===== config.mk =====
export PLATFORM = sky130hd
export DESIGN_NAME = pll_lock_monitor
export DESIGN_NICKNAME = d
export VERILOG_FILES = /design/src/rtl/pll_mon_pkg.sv /design/src/rtl/pll_lock_ch.sv /design/src/rtl/pll_lock_monitor.sv
export SDC_FILE = /design/constraint.sdc
export NUM_CORES = 1
export LEC_CHECK = 0
export CORE_MARGIN = 3
export CORE_UTILIZATION = 46
export CTS_CLUSTER_SIZE = 20
export DETAILED_ROUTE_END_ITERATION = 16
export PLACE_DENSITY = 0.66
export SYNTH_ARGS = -nofsm -noshare
export SYNTH_HDL_FRONTEND = slang
export SYNTH_HIERARCHICAL = 1
export SYNTH_SLANG_ARGS = --single-unit
export TNS_END_PERCENT = 10

===== constraint.sdc =====
create_clock -name clk -period 1.95 [get_ports clk]
set_input_delay 0.39 -clock clk [delete_from_list [all_inputs] [get_ports clk]]
set_output_delay 0.39 -clock clk [all_outputs]
set_load 0.02 [all_outputs]

===== src/rtl/pll_mon_pkg.sv =====
`default_nettype none
// +--------------------------------------------------------------------+
// | pll_mon_pkg                                                        |
// | Shared state encoding for the PLL lock monitor channels.           |
// | Rev 1.0                                                            |
// +--------------------------------------------------------------------+
package pll_mon_pkg;

  localparam int C_STATE_W = 3;

  typedef enum logic [C_STATE_W-1:0] {
    ST_IDLE      = 3'd0,
    ST_WAIT_LOCK = 3'd1,
    ST_STABLE    = 3'd2,
    ST_LOCKED    = 3'd3,
    ST_FAULT     = 3'd4
  } state_t;

endpackage
`default_nettype wire


===== src/rtl/pll_lock_ch.sv =====
`default_nettype none
// +--------------------------------------------------------------------+
// | pll_lock_ch                                                        |
// | One PLL lock channel: synchroniser, qualify FSM, sticky flags and  |
// | a saturating event counter.                                        |
// | Rev 1.0                                                            |
// +--------------------------------------------------------------------+
module pll_lock_ch #(
  parameter int SYNC_STAGES   = 2,
  parameter int STABLE_CYCLES = 16,
  parameter int LOCK_TIMEOUT  = 1000000,
  parameter int ERR_CNT_W     = 3
) (
  input  logic                 clk,
  input  logic                 rst_n,
  input  logic                 i_lock,
  input  logic                 i_start,
  input  logic                 i_clr_err,
  output logic                 o_locked,
  output logic                 o_timeout_err,
  output logic                 o_unlock_err,
  output logic [ERR_CNT_W-1:0] o_err_cnt
);
  import pll_mon_pkg::*;

  localparam int TCNT_W = $clog2(LOCK_TIMEOUT + 1);
  localparam int SCNT_W = $clog2(STABLE_CYCLES + 1);

  localparam logic [TCNT_W-1:0]    C_TCNT_LAST = TCNT_W'(LOCK_TIMEOUT - 1);
  localparam logic [SCNT_W-1:0]    C_SCNT_LAST = SCNT_W'(STABLE_CYCLES - 1);
  localparam logic [ERR_CNT_W-1:0] C_CNT_MAX   = '1;
  localparam logic [ERR_CNT_W-1:0] C_CNT_ONE   = ERR_CNT_W'(1);

  logic [SYNC_STAGES-1:0] r_sync;
  state_t                 r_state;
  logic [TCNT_W-1:0]      r_tcnt;
  logic [SCNT_W-1:0]      r_scnt;
  logic                   r_locked;
  logic                   r_timeout_err;
  logic                   r_unlock_err;
  logic [ERR_CNT_W-1:0]   r_err_cnt;

  logic w_lock_s;
  logic w_timeout;
  logic w_ev_to;
  logic w_ev_ul;
  logic w_ev;

  always_ff @(posedge clk or negedge rst_n) begin
    if (!rst_n) begin
      r_sync <= '0;
    end else begin
      r_sync <= {r_sync[SYNC_STAGES-2:0], i_lock};
    end
  end

  assign w_lock_s  = r_sync[SYNC_STAGES-1];
  assign w_timeout = (r_tcnt == C_TCNT_LAST);

  // A start in the same cycle pre-empts any FAULT entry, so no event is raised then.
  assign w_ev_to = !i_start && w_timeout &&
                   ((r_state == ST_WAIT_LOCK) || (r_state == ST_STABLE));
  assign w_ev_ul = !i_start && (r_state == ST_LOCKED) && !w_lock_s;
  assign w_ev    = w_ev_to || w_ev_ul;

  always_ff @(posedge clk or negedge rst_n) begin
    if (!rst_n) begin
      r_state  <= ST_IDLE;
      r_tcnt   <= '0;
      r_scnt   <= '0;
      r_locked <= 1'b0;
    end else begin
      r_locked <= 1'b0;
      if (i_start) begin
        r_state <= ST_WAIT_LOCK;
        r_tcnt  <= '0;
        r_scnt  <= '0;
      end else begin
        case (r_state)
          ST_IDLE: begin
            r_state <= ST_IDLE;
          end
          ST_WAIT_LOCK: begin
            r_tcnt <= r_tcnt + TCNT_W'(1);
            if (w_timeout) begin
              r_state <= ST_FAULT;
            end else if (w_lock_s) begin
              r_state <= ST_STABLE;
              r_scnt  <= '0;
            end
          end
          ST_STABLE: begin
            r_tcnt <= r_tcnt + TCNT_W'(1);
            if (w_timeout) begin
              r_state <= ST_FAULT;
            end else if (!w_lock_s) begin
              r_state <= ST_WAIT_LOCK;
            end else if (r_scnt == C_SCNT_LAST) begin
              r_state  <= ST_LOCKED;
              r_locked <= 1'b1;
            end else begin
              r_scnt <= r_scnt + SCNT_W'(1);
            end
          end
          ST_LOCKED: begin
            if (!w_lock_s) begin
              r_state <= ST_FAULT;
            end else begin
              r_locked <= 1'b1;
            end
          end
          ST_FAULT: begin
            r_state <= ST_FAULT;
          end
          default: begin
            r_state <= ST_IDLE;
          end
        endcase
      end
    end
  end

  // A clear coinciding with an event leaves only that event recorded.
  always_ff @(posedge clk or negedge rst_n) begin
    if (!rst_n) begin
      r_timeout_err <= 1'b0;
      r_unlock_err  <= 1'b0;
      r_err_cnt     <= '0;
    end else if (i_clr_err) begin
      r_timeout_err <= w_ev_to;
      r_unlock_err  <= w_ev_ul;
      r_err_cnt     <= w_ev ? C_CNT_ONE : '0;
    end else begin
      r_timeout_err <= r_timeout_err || w_ev_to;
      r_unlock_err  <= r_unlock_err || w_ev_ul;
      if (w_ev && (r_err_cnt != C_CNT_MAX)) begin
        r_err_cnt <= r_err_cnt + C_CNT_ONE;
      end
    end
  end

  assign o_locked      = r_locked;
  assign o_timeout_err = r_timeout_err;
  assign o_unlock_err  = r_unlock_err;
  assign o_err_cnt     = r_err_cnt;

endmodule
`default_nettype wire


===== src/rtl/pll_lock_monitor.sv =====
`default_nettype none
// +--------------------------------------------------------------------+
// | pll_lock_monitor                                                   |
// | Multi-channel PLL lock supervisor with summary status outputs.     |
// | Rev 1.0                                                            |
// +--------------------------------------------------------------------+
module pll_lock_monitor #(
  parameter int NUM_CH        = 2,
  parameter int SYNC_STAGES   = 2,
  parameter int STABLE_CYCLES = 16,
  parameter int LOCK_TIMEOUT  = 1000000,
  parameter int ERR_CNT_W     = 3
) (
  input  logic                        clk,
  input  logic                        rst_n,
  input  logic [NUM_CH-1:0]           lock_in,
  input  logic                        start,
  input  logic                        clr_err,
  output logic [NUM_CH-1:0]           locked,
  output logic                        all_locked,
  output logic [NUM_CH-1:0]           timeout_err,
  output logic [NUM_CH-1:0]           unlock_err,
  output logic [NUM_CH*ERR_CNT_W-1:0] err_cnt,
  output logic                        err_any
);
  import pll_mon_pkg::*;

  for (genvar g = 0; g < NUM_CH; g++) begin : g_ch
    pll_lock_ch #(
      .SYNC_STAGES   (SYNC_STAGES),
      .STABLE_CYCLES (STABLE_CYCLES),
      .LOCK_TIMEOUT  (LOCK_TIMEOUT),
      .ERR_CNT_W     (ERR_CNT_W)
    ) u_ch (
      .clk           (clk),
      .rst_n         (rst_n),
      .i_lock        (lock_in[g]),
      .i_start       (start),
      .i_clr_err     (clr_err),
      .o_locked      (locked[g]),
      .o_timeout_err (timeout_err[g]),
      .o_unlock_err  (unlock_err[g]),
      .o_err_cnt     (err_cnt[g*ERR_CNT_W +: ERR_CNT_W])
    );
  end

  assign all_locked = &locked;
  assign err_any    = (|timeout_err) || (|unlock_err);

endmodule
`default_nettype wire


==> results of run 1 <==
==> registers in the layout (all words and copies together) (netlist names) <==
name / count
g_ch.u_ch/o_unlock_err: 2
g_ch.u_ch/o_locked: 2
g_ch.u_ch/r_sync: 4
g_ch.u_ch/r_state: 6
g_ch.u_ch/r_scnt: 10
g_ch.u_ch/o_err_cnt: 6
g_ch.u_ch/o_timeout_err: 2
g_ch.u_ch/r_tcnt: 40
==> cells by family (layout without fill, tap and decap cells) <==
group	Yosys count	count (layout)	share of synthesized area (%)
flops	72	72	46.8
buf+inv	27	103	3.02
compound gates	44	44	7.93
xor+xnor	40	40	9.29
simple gates	192	192	27.0
mux	8	8	2.14
fa+ha+maj	12	12	3.83
==> metrics by stage <==
stage               cell area (sq um)  power (W)  worst slack, ns  cells  utilization, %
floorplan                        3850    0.00188          0.00493    395               -
global placement                 4520    0.00207          0.00780    556            57.0
detailed placement               4520    0.00208          -0.0577    556            57.0
CTS                              4770    0.00340          -0.0346    573            60.2
global route                     4810    0.00353           -0.127    573            60.7
finish                           4810    0.00337          -0.0411    573            60.7
==> layout by cell type, fill, tap and decap left out, types with 4 or more instances in the layout <==
cell / count
sky130_fd_sc_hd__dfrtp_1: 72
sky130_fd_sc_hd__nor2_1: 61
sky130_fd_sc_hd__buf_4: 56
sky130_fd_sc_hd__nand2_1: 24
sky130_fd_sc_hd__xnor2_1: 20
sky130_fd_sc_hd__xor2_1: 19
sky130_fd_sc_hd__clkdlybuf4s50_1: 16
sky130_fd_sc_hd__nand3_1: 15
sky130_fd_sc_hd__nand4_1: 13
sky130_fd_sc_hd__nor3_1: 13
sky130_fd_sc_hd__inv_1: 12
sky130_fd_sc_hd__clkbuf_8: 11
sky130_fd_sc_hd__and3_1: 11
sky130_fd_sc_hd__nor4_1: 11
sky130_fd_sc_hd__ha_1: 10
sky130_fd_sc_hd__a21oi_1: 9
sky130_fd_sc_hd__mux2i_1: 6
sky130_fd_sc_hd__a22o_1: 5
sky130_fd_sc_hd__nand2b_1: 5
sky130_fd_sc_hd__or2_2: 4
==> how the worst max path moves through the flow <==
stage,slack (ns),from,end
2_1_floorplan,0.005,g_ch[0].u_ch/r_tcnt[7],g_ch[0].u_ch/r_scnt[3]
3_3_place_gp,0.008,g_ch[0].u_ch/r_scnt[0],g_ch[0].u_ch/r_scnt[0]
3_5_place_dp,-0.06,g_ch[0].u_ch/r_scnt[0],g_ch[0].u_ch/r_scnt[0]
4_1_cts,-0.03,g_ch[1].u_ch/r_tcnt[8],g_ch[1].u_ch/r_scnt[0]
5_1_grt,-0.13,g_ch[1].u_ch/r_tcnt[15],g_ch[1].u_ch/r_state[1]
6_report,-0.04,g_ch[0].u_ch/r_tcnt[7],g_ch[0].u_ch/r_scnt[0]
==> layer usage <==
layer | up-vias | wire length [um] | share of wire, %
li1 | 1542 | - | -
met2 | 44 | 4350 | 52
met3 | 8 | 203 | 2.4
met4 | 0 | 82 | 0.98
met5 | - | 0 | 0
met1 | 1499 | 3740 | 45
==> final cells by class <==
class	instances	area, sq um	share of cell area, %
clock buffer	12	155	3.23
clock inverter	3	65.1	1.35
inverter	12	45.0	0.937
multi-input combinational	296	1990	41.5
sequential	72	1800	37.5
tap	102	128	2.65
timing repair buffer	76	621	12.9
==> report_power, final <==
part           leakage (nW)  internal (W)  switching (W)  total [W]
Clock                 0.112      0.000782       0.000519    0.00130
Sequential            0.984       0.00154      0.0000498    0.00159
Combinational          1.11      0.000209       0.000262   0.000472
Total                  2.21       0.00253       0.000831    0.00337
==> worst max-delay path: stages, from the launching register on <==
cell and delay [ns]:
sky130_fd_sc_hd__dfrtp_1 0.39, sky130_fd_sc_hd__or4b_4 0.55, sky130_fd_sc_hd__nor4_4 0.25, sky130_fd_sc_hd__buf_4 0.18, sky130_fd_sc_hd__and4_4 0.28, sky130_fd_sc_hd__or2_4 0.15
sky130_fd_sc_hd__mux2_2 0.14
==> cell usage after synthesis (4+ instances only) <==
library cell / n / share of area (%)
sky130_fd_sc_hd__buf_2: 6 / 0.78
sky130_fd_sc_hd__dfrtp_1: 72 / 47
sky130_fd_sc_hd__ha_1: 10 / 3.2
sky130_fd_sc_hd__nor2_1: 61 / 5.9
sky130_fd_sc_hd__and3_1: 11 / 1.8
sky130_fd_sc_hd__a21oi_1: 12 / 1.6
sky130_fd_sc_hd__xnor2_1: 20 / 4.5
sky130_fd_sc_hd__o21ai_0: 6 / 0.78
sky130_fd_sc_hd__nand2b_1: 5 / 0.81
sky130_fd_sc_hd__a22o_1: 5 / 1.1
sky130_fd_sc_hd__clkbuf_1: 8 / 0.78
sky130_fd_sc_hd__xor2_1: 19 / 4.3
sky130_fd_sc_hd__nor3_1: 13 / 1.7
sky130_fd_sc_hd__inv_1: 12 / 1.2
sky130_fd_sc_hd__a211oi_1: 4 / 0.78
sky130_fd_sc_hd__mux2i_1: 6 / 1.6
sky130_fd_sc_hd__nand4_1: 13 / 2.1
sky130_fd_sc_hd__or2_2: 5 / 0.81
sky130_fd_sc_hd__or3_1: 4 / 0.65
sky130_fd_sc_hd__nand3_1: 15 / 1.9
sky130_fd_sc_hd__nand2_1: 24 / 2.3
sky130_fd_sc_hd__nor4_1: 13 / 2.1
==> repair_timing <==
item / CTS / global route
hold buffers: 1 / 0
endpoints found under the hold margin: 20 / 0
gates resized for setup: 8 / 13
cloned: 0 / 0
pin swaps: 11 / 8
buffers inserted: 1 / 0
setup endpoints to repair: 14 / 33
==> flow_metrics.tcl, run 1 <==
set metrics [dict create \
    status "complete, but fails checks" \
    failed_checks "negative setup slack" \
    grt_antenna_before_repair 0 \
    postLayoutSetupSlackWorst_ns -0.0411 \
    grt_overflow 0 \
    gp_congestion 0.861 \
    rsz_0062_raised_after_global_routing "yes" \
    synth_area_sq_um 3850 \
    worst-slew-pin-transition_ns 0.540 \
    number_of_nets_with_antenna_violations_after_routing 0 \
    whs_path_depth 0 \
    fin_crit_ns 1.99 \
    share_of_synthesized_flip_flops_with_an_asynchronous_set_or_reset_pct 100 \
    yosysSeqAreaShare_pct 46.8 \
    cts_root_buf "sky130_fd_sc_hd__clkbuf_8" \
    start_util_pct 48.6 \
    routed_wire_length_per_instance_um 14.6 \
    postSynthNetCount 411 \
    gr-max-usage-layer "met2" \
    setup_viol 11 \
    place.port_buffers 19 \
    layout.nets 483 \
    met1_usage_pct 23.4 \
    setup_tns_ns -0.228 \
    synth_edf_count 0 \
    fp.dieW_um 97.5 \
    worst_hold_startpoint "g_ch[1].u_ch/r_sync[0]" \
    min_to "g_ch[1].u_ch/r_sync[1]" \
    critical_path.startpoint_type "register" \
    place_hpwl_um 5850 \
    flow.area_growth_from_synthesis_pct 24.9 \
    synth_cells 395 \
    grt_start_max_net_pins 53 \
    vdd_ir_drop_max_mv 0.508 \
    synthFlopType "sky130_fd_sc_hd__dfrtp_1" \
    io_pins 20 \
    report.final.hold_viol_count 0 \
    power.density_cell_area_nw_per_um2 700 \
    use_met2_pct 32.5 \
    worstRegToRegCells 6 \
    setup.reg_to_reg.worst_slack_ns -0.04 \
    drt_first_pass_iters 5 \
    antennaDiodeCount 0 \
    timing.critical_path.arrival_ns 2.27 \
    netlist-cell-type-count 54 \
    drv.max_cap_violation_count 0 \
    fin_crit_sh_pct 102 \
    numCtsBuffers 9 \
    timing.clock.skew_ns 0.0125 \
    timing.critical_path.to_type "register" \
    cts_h_tree_depth 3 \
    cts_tree "built" \
    vias 3093 \
    max_slew_headroom_pct 64.0 \
    synth.yosys.warnings 6 \
    hold-worst-slack_ns 0.349 \
    drt-total-wl_um 8380 \
    die_h_um 97.5 \
    clk_pin_slew_ns 0.07 \
    grt_pass1_vias 3298 \
    core_area_sq_um 7930 \
    maxSlewViolCount 0 \
    grt_first_pass_wirelength_um 14900 \
    number_of_synthesized_register_bits 72 \
    fmax_ghz 0.502 \
    grt_usage_pct 18.7 \
    share_of_layout_cells_above_drive_strength_1_pct 22.7 \
    cts.path.max_buffers 2 \
    die_area_sq_um 9510 \
    min_path_type "register to register" \
    avgSynthCellArea_sq_um 9.75 \
    insertion_delay_ns 0.34 \
    fillers 691 \
    critical_path.reg2reg.startpoint "g_ch[0].u_ch/r_tcnt[7]" \
    reg2reg_to "g_ch[0].u_ch/r_scnt[0]" \
    fp-row-count 32 \
    drtIter0Drc 115 \
    crit_required_ns 2.23 \
    static-leakage-power_nw 2.21 \
    critical_path.max_fanout 5 \
    met3_usage_pct 3.80 \
    routed_via_density 5.40 \
    remaining_drc_errors 0 \
    critical_path_class "register to register" \
    cts_sinks 72 \
]
Power figures use the tool's default switching activity.
==> run 2, diff against run 1 <==
Settings changed: DONT_BUFFER_PORTS set to 1, PLACE_DENSITY 0.66 to not set, SKIP_LAST_GASP set to 1.
==> flow_metrics.tcl, run 2 (same netlist as run 1, synthesis figures left out) <==
set metrics [dict create \
    cts.path.max_buffers 2 \
    crit_required_ns 2.23 \
    drt-total-wl_um 7920 \
    die_h_um 97.5 \
    place_hpwl_um 5510 \
    max_slew_headroom_pct 67.6 \
    grt_pass1_vias 3064 \
    fin_crit_sh_pct 103 \
    cpLargestDelayFamily "simple AND/OR/NAND/NOR gates" \
    status "complete, but fails checks" \
    grt_overflow 0 \
    crit_buf_inv 1 \
    finalPower_w 0.00296 \
    cp_slowest_cell "sky130_fd_sc_hd__or4_4" \
    clk_pin_slew_ns 0.07 \
    cts_h_tree_depth 3 \
    grt_antenna_before_repair 0 \
    crit_path_cell_trace "or4_4 -> nor4_4 -> buf_4 -> and4_4 -> or2_4 -> mux2_2" \
    critical_path.startpoint_type "register" \
    biggest_cell_delay_along_the_critical_path_ns 0.55 \
    numCtsBuffers 9 \
    cts_tree "built" \
    gp_congestion 0.835 \
    largestRegisters "g_ch.u_ch/r_tcnt: 40 flops, g_ch.u_ch/r_scnt: 10 flops" \
    grt_usage_pct 18.0 \
    drv.max_cap_violation_count 0 \
    vias 2986 \
    multiInputGateArea_sq_um 1950 \
    postLayoutSetupSlackWorst_ns -0.0506 \
    failed_checks "negative hold slack, negative setup slack" \
    cts_root_buf "sky130_fd_sc_hd__clkbuf_8" \
    io_pins 20 \
    min_path_type "input port to asynchronous set/reset pin" \
    place_worst_setup_slack_ns -0.0612 \
    grt_start_max_net_pins 73 \
    routed_wire_length_per_instance_um 14.3 \
    remaining_drc_errors 0 \
    share_of_layout_cells_above_drive_strength_1_pct 21.3 \
    drtIter0Drc 96 \
    rsz_0062_raised_after_global_routing "yes" \
    critical_path_class "register to register" \
    start_util_pct 48.6 \
    setup.reg_to_reg.worst_slack_ns -0.05 \
    seqCellArea_sq_um 1800 \
    flow.area_growth_from_synthesis_pct 17.3 \
    antennaDiodeCount 0 \
    setup_viol 10 \
    number_of_nets_with_antenna_violations_after_routing 0 \
    timing.critical_path.to_type "register" \
    static-leakage-power_nw 2.11 \
    critical_path.max_fanout 5 \
    die_area_sq_um 9510 \
    fillers 696 \
    fp-row-count 32 \
    vdd_ir_drop_max_mv 0.534 \
    maxSlewViolCount 0 \
    place.port_buffers 0 \
    most_flops_register "g_ch.u_ch/r_tcnt" \
    fmax_ghz 0.500 \
    grt_first_pass_wirelength_um 14300 \
    power.density_cell_area_nw_per_um2 656 \
    hold-worst-slack_ns -0.259 \
    layout.nets 465 \
    timing.clock.skew_ns 0.00581 \
    worst-slew-pin-transition_ns 0.484 \
    final_common_cell "sky130_fd_sc_hd__dfrtp_1" \
    fp.dieW_um 97.5 \
    drt_first_pass_iters 6 \
    timing.critical_path.arrival_ns 2.28 \
    finalCoreUtilization_pct 57.0 \
    commonest_cells_after_routing_fill_and_taps_aside "72 x sky130_fd_sc_hd__dfrtp_1, 61 x sky130_fd_sc_hd__nor2_1, 58 x sky130_fd_sc_hd__buf_4" \
    post-route-cell-area_sq_um 4520 \
    core_area_sq_um 7930 \
    report.final.hold_viol_count 72 \
    largest_register_ffs 40 \
    insertion_delay_ns 0.34 \
    fin_crit_ns 2.00 \
    placed_area_sq_um 4330 \
    cts_sinks 72 \
    routed_via_density 5.40 \
]
## run 2: worst paths after layout
| kind | depth (start not counted) | to | start |
|---|---|---|---|
| min reg2reg | 0 | g_ch[0].u_ch/r_sync[1] | g_ch[0].u_ch/r_sync[0] |
| min | 0 | g_ch[1].u_ch/r_tcnt[18] | rst_n |
| max in group asynchronous | 0 | g_ch[0].u_ch/r_scnt[3] | rst_n |
| max reg2reg | 6 | g_ch[1].u_ch/r_scnt[0] | g_ch[1].u_ch/r_tcnt[6] |
| min in group clk | 0 | g_ch[1].u_ch/r_sync[0] | lock_in[1] |
| max | 6 | g_ch[1].u_ch/r_scnt[0] | g_ch[1].u_ch/r_tcnt[6] |
## run 2: worst reg2reg max path, stage by stage (launching register included)
cell and delay [ns]:
sky130_fd_sc_hd__dfrtp_1 0.38, sky130_fd_sc_hd__or4_4 0.55, sky130_fd_sc_hd__nor4_4 0.29, sky130_fd_sc_hd__buf_4 0.19, sky130_fd_sc_hd__and4_4 0.26, sky130_fd_sc_hd__or2_4 0.14
sky130_fd_sc_hd__mux2_2 0.13
## run 2: power breakdown
part	switching, W	internal, W
Sequential	0.0000560	0.00154
Clock	0.000495	0.000509
Combinational	0.000190	0.000171
## run 2: area by class of cell
class / instances / area share [%]
Sequential cell: 72 / 39.9
Tap cell: 102 / 2.83
Clock inverter: 1 / 0.111
Clock buffer: 12 / 3.44
Inverter: 12 / 0.998
Timing Repair Buffer: 58 / 9.64
Multi-Input combinational cell: 296 / 43.1
## run 2: metrics by stage
step	setup TNS, ns	std cells
floorplan	0	395
CTS	-0.203	553
detailed placement	-0.547	538
global placement	-0.0329	538
finish	-0.266	553
global route	-1.77	553
## run 2: metal layers
layer  GRT usage, %  part of all wire [%]  up-vias
met3           4.16                   2.1        5
met4           4.58                  0.53        0
met2           30.2                    51       22
met5              0                     0        -
li1               -                     -     1501
met1           23.5                    47     1458
## run 2: repair_timing
| action | CTS | global route |
|---|---|---|
| resized for setup | 5 | 0 |
| setup buffers | 2 | 0 |
| pin swaps | 5 | 4 |
| endpoints found under the setup margin | 14 | 25 |
| hold endpoints to repair | 72 | 72 |
